**src/rtl/io_port_decoder.sv**
```systemverilog
// Registered PicoBlaze port-ID decoder: windowed address decode into edge-qualified
// read/write select pulses, registered read-data mux and a sticky access-error log.
module io_port_decoder #(
  parameter int ADDR_W    = 8,
  parameter int DATA_W    = 8,
  parameter int NUM_PORTS = 16,
  parameter int BASE_ADDR = 0
) (
  input  logic                      clk,
  input  logic                      rst_n,
  input  logic [ADDR_W-1:0]         port_id,
  input  logic                      read_strobe,
  input  logic                      write_strobe,
  input  logic [DATA_W-1:0]         out_port,
  input  logic [NUM_PORTS*DATA_W-1:0] rd_data_bus,
  input  logic                      err_clr,
  output logic [DATA_W-1:0]         in_port,
  output logic [NUM_PORTS-1:0]      rd_sel,
  output logic [NUM_PORTS-1:0]      wr_sel,
  output logic [DATA_W-1:0]         wr_data,
  output logic                      err_flag,
  output logic [ADDR_W-1:0]         err_addr,
  output logic [7:0]                err_count
);

  localparam logic [ADDR_W:0] BASE_L = (ADDR_W+1)'(BASE_ADDR);
  localparam logic [ADDR_W:0] NUM_L  = (ADDR_W+1)'(NUM_PORTS);

  logic                 rd_q, wr_q;
  logic [DATA_W-1:0]    in_port_q, in_port_d;
  logic [NUM_PORTS-1:0] rd_sel_q, rd_sel_d;
  logic [NUM_PORTS-1:0] wr_sel_q, wr_sel_d;
  logic [DATA_W-1:0]    wr_data_q, wr_data_d;
  logic                 err_flag_q, err_flag_d;
  logic [ADDR_W-1:0]    err_addr_q, err_addr_d;
  logic [7:0]           err_count_q, err_count_d;

  logic [ADDR_W:0]      pid_x, off;
  logic                 hit, rd_ev, wr_ev, err_ev;
  logic [NUM_PORTS-1:0] onehot;
  logic [DATA_W-1:0]    rd_mux;

  // Offset is one bit wider than port_id so addresses below the base cannot wrap into range.
  always_comb begin
    pid_x = {1'b0, port_id};
    off   = pid_x - BASE_L;
    hit   = (pid_x >= BASE_L) && (off < NUM_L);
    rd_ev = read_strobe  & ~rd_q;
    wr_ev = write_strobe & ~wr_q;
    err_ev = ((rd_ev | wr_ev) & ~hit) | (rd_ev & wr_ev);
  end

  always_comb begin
    onehot = '0;
    rd_mux = '0;
    for (int unsigned k = 0; k < NUM_PORTS; k++) begin
      if (hit && (off == (ADDR_W+1)'(k))) begin
        onehot[k] = 1'b1;
        rd_mux    = rd_data_bus[k*DATA_W +: DATA_W];
      end
    end
  end

  always_comb begin
    in_port_d   = rd_mux;
    wr_sel_d    = (wr_ev & hit) ? onehot : '0;
    rd_sel_d    = (rd_ev & hit & ~wr_ev) ? onehot : '0;
    wr_data_d   = (wr_ev & hit) ? out_port : wr_data_q;
    err_flag_d  = err_flag_q;
    err_addr_d  = err_addr_q;
    err_count_d = err_count_q;
    // A new error outranks a simultaneous clear: it restarts the log from this access.
    if (err_ev) begin
      err_flag_d = 1'b1;
      if (!err_flag_q || err_clr) err_addr_d = port_id;
      if (err_clr)                       err_count_d = 8'd1;
      else if (err_count_q != 8'hFF)     err_count_d = err_count_q + 8'd1;
    end else if (err_clr) begin
      err_flag_d  = 1'b0;
      err_addr_d  = '0;
      err_count_d = '0;
    end
  end

  always_ff @(posedge clk or negedge rst_n) begin
    if (!rst_n) begin
      rd_q        <= 1'b0;
      wr_q        <= 1'b0;
      in_port_q   <= '0;
      rd_sel_q    <= '0;
      wr_sel_q    <= '0;
      wr_data_q   <= '0;
      err_flag_q  <= 1'b0;
      err_addr_q  <= '0;
      err_count_q <= '0;
    end else begin
      rd_q        <= read_strobe;
      wr_q        <= write_strobe;
      in_port_q   <= in_port_d;
      rd_sel_q    <= rd_sel_d;
      wr_sel_q    <= wr_sel_d;
      wr_data_q   <= wr_data_d;
      err_flag_q  <= err_flag_d;
      err_addr_q  <= err_addr_d;
      err_count_q <= err_count_d;
    end
  end

  assign in_port   = in_port_q;
  assign rd_sel    = rd_sel_q;
  assign wr_sel    = wr_sel_q;
  assign wr_data   = wr_data_q;
  assign err_flag  = err_flag_q;
  assign err_addr  = err_addr_q;
  assign err_count = err_count_q;

endmodule

```
**config.mk**
```make
export PLATFORM = sky130hd
export DESIGN_NAME = io_port_decoder
export DESIGN_NICKNAME = d
export VERILOG_FILES = /design/src/rtl/io_port_decoder.sv
export SDC_FILE = /design/constraint.sdc
export NUM_CORES = 1
export LEC_CHECK = 0
export ABC_AREA = 1
export BUFFER_PORTS_ARGS = -buffer_cell sky130_fd_sc_hd__buf_4
export CORE_ASPECT_RATIO = 1.1
export CORE_MARGIN = 5
export CORE_UTILIZATION = 44
export CTS_CLUSTER_DIAMETER = 60
export DETAILED_ROUTE_END_ITERATION = 7
export PLACE_DENSITY = 0.8
export SLEW_MARGIN = 20
export SYNTH_ARGS = -nofsm -noshare
export SYNTH_HDL_FRONTEND = slang
export SYNTH_SLANG_ARGS = --single-unit
export TNS_END_PERCENT = 30
```
**constraint.sdc**
```tcl
create_clock -name clk -period 2.16 [get_ports clk]
set_input_delay 0.216 -clock clk [delete_from_list [all_inputs] [get_ports clk]]
set_output_delay 0.216 -clock clk [all_outputs]
set_load 0.1 [all_outputs]
```
==> results.py <==
metrics = {
    "outcome": {
        "outcome": "completed",
    },
    "cts": {
        "cts_setup_buffers": 0,
        "clockBufferDepth": 2,
        "clk_pin_slew_ps": 70,
        "clk_latency_ps": 330,
        "htree_levels": 3,
        "cts.sinks": 67,
        "root_buffer": "clkbuf_8",
        "cts_tree": "built",
        "numCtsBuffers": 9,
    },
    "worst_setup_path": {
        "path_class": "reg2reg",
        "critPathTopFamily": "simple AND/OR/NAND/NOR gates",
        "crit_required_ps": 2410,
        "rrSetupSlack_ps": 250,
        "crit_path_end_kind": "register",
        "worstPathCellList": "ha_1, nand2_1, nor3_1, inv_1, nor3_1, nand3_1, nand2_1, inv_2, a22oi_1",
        "cp_slowest_cell": "dfrtp_2",
        "worstPathArrival_ps": 2150,
        "critical_path_buf_inv_count": 2,
        "critPathLaunchType": "register",
        "critPathMaxStageDelay_ps": 380,
        "crit_fanout": 8,
    },
    "layout": {
        "n_antenna_cell": 0,
        "syn_to_final_growth_pct": 55.1,
        "nNetsFinal": 860,
        "final_cell_mix": "buf_4 (220), nand2_1 (127), nor2_1 (68)",
        "nFillCells": 680,
        "layout-drive-gt1-share_pct": 39.9,
        "final_common_cell": "buf_4",
    },
    "power_and_ir_drop": {
        "p_leak_nw": 2.92,
        "power_density_nw_per_um2": 658,
        "vdd_ir_drop_max_mv": 0.407,
        "power_w": 0.00377,
    },
    "grt": {
        "grt.overflow.total": 0,
        "grt_max_degree": 68,
        "antenna_found_initial": 0,
        "grt_pass1_vias": 4283,
        "track_usage_pct": 25.6,
        "grt_pass1_wl_um": 21200,
    },
    "yosys": {
        "synth-async-reset-ratio_pct": 100,
        "ys.flop_type": "dfrtp_1",
        "synth_edf_count": 0,
        "synth-seq-cells": 67,
        "ys_warn_count": 0,
        "synth.avg_cell_area_um2": 7.61,
        "synth_top_area_share_pct": 45.4,
        "syn_inst": 485,
        "synth_cell_type_count": 36,
        "syn-cell-area_um2": 3690,
        "yosys.area.top_type": "dfrtp_1",
        "synth_area_leaders": "dfrtp_1 (45%), nand2_1 (13%), nor2_1 (6.9%)",
        "yosysSeqAreaShare_pct": 45.4,
        "synth_nets": 635,
    },
    "die": {
        "fp.dieArea_um2": 10300,
        "core_um2": 8280,
        "start_util_pct": 44.6,
        "die_h_um": 106,
        "dieWidth_um": 97.3,
        "io_pins": 214,
        "rows": 35,
    },
    "routing": {
        "drt_iter0_markers": 288,
        "first_pass_iters": 4,
        "drt_wl_total_um": 13200,
        "vias": 4129,
        "drcViolationCount": 0,
        "vias_per_cell": 5.00,
        "antenna_left": 0,
        "wl_per_cell_um": 15.9,
    },
    "place": {
        "dp_hpwl_um": 10900,
        "place_congestion": 0.902,
        "io_buffer_count": 213,
    },
    "worst_hold_path": {
        "hold_class": "in2reg",
    },
    "timing": {
        "post-route-min-period_ps": 1910,
        "setup_viol": 0,
        "fin_crit_sh_pct": 88.3,
        "rsz0062_at_grt": "no",
        "skew_ps": 7.22,
        "fmax_mhz": 524,
        "tightest_slew_ps": 820,
        "maxSlewHeadroom_pct": 45.3,
        "maxSlewViolCount": 0,
        "finalHoldViolations": 0,
        "fin_tns_setup_ps": 0,
    },
    "run": {
        "maxCapViolCount": 0,
    },
}
==> layout make-up <==
class / instances / area, µm² / share of cell area [%]
Clock buffer: 11 / 141 / 2.47
Clock inverter: 5 / 125 / 2.19
Inverter: 65 / 244 / 4.26
Multi-Input combinational cell: 344 / 1710 / 29.9
Sequential cell: 67 / 1680 / 29.4
Tap cell: 111 / 139 / 2.43
Timing Repair Buffer: 223 / 1680 / 29.4
==> cell usage after synthesis, types with 6 or more instances <==
master and number:
nor3_1 6, nor2_1 68, or2_0 7, o21ai_0 10
inv_2 16, nand2_1 127, inv_1 48, or2_2 7
nor2_2 6, dfrtp_1 67, nor2_4 6, a21oi_1 9
nand3_1 35, nand4_1 18, o2111ai_1 7, mux2_1 6
==> timing repair <==
| item | CTS | global route |
|---|---|---|
| endpoints found under the hold margin | 20 | 0 |
| hold buffers | 3 | 0 |
| resized for setup | 0 | 0 |
==> through the flow <==
step                cell area, µm²  hold WS, ps  setup slack [ps]  utilization, %  std cells
floorplan                     3690        -79.6              14.1               -        485
global placement              5430          335               351            65.6        807
detailed placement            5430          340               289            65.6        807
CTS                           5720         64.2               263            69.1        826
global route                  5720         72.1              65.8            69.1        826
finish                        5720         83.3               253            69.1        826
==> layer usage <==
layer / GRT usage [%] / up-vias / wire length (µm)
li1: - / 2004 / -
met1: 30.3 / 1904 / 5030
met2: 45.1 / 197 / 6610
met3: 8.53 / 24 / 1260
met4: 6.03 / 0 / 267
met5: 0 / - / 0
==> where the power goes <==
| group | internal [W] | switching [W] |
|---|---|---|
| logic | 0.000318 | 0.000714 |
| registers | 0.00132 | 0.0000362 |
| clock network | 0.000914 | 0.000461 |
==> state kept, by name, indices dropped and copies added (netlist names), 8 cells and up <==
register	flops
rd_sel	16
wr_sel	16
err_addr	8
err_count	8
in_port	8
wr_data	8
==> path summary, 6_finish.rpt <==
path / start / end / cells after the start
setup / recovery: err_count[0] / err_count[3] / 9
hold / removal: err_clr / err_count[6] / 2
setup reg to reg: err_count[0] / err_count[3] / 9
hold reg to reg: wr_data[1] / wr_data[1] / 1
max in group asynchronous: rst_n / err_count[2] / 2
min in group asynchronous: rst_n / err_count[0] / 2
==> kinds of logic (layout without fill, tap and decap cells) <==
kind of cell    after synthesis  in the layout  synth area share, %
mux                           8              8                 2.44
compound gates               40             40                 6.68
buf+inv                      74            304                 8.21
simple gates                295            295                 36.9
flops                        67             67                 45.4
fa+ha+maj                     1              1                0.339
No activity file was read; power rests on OpenSTA's default activity.
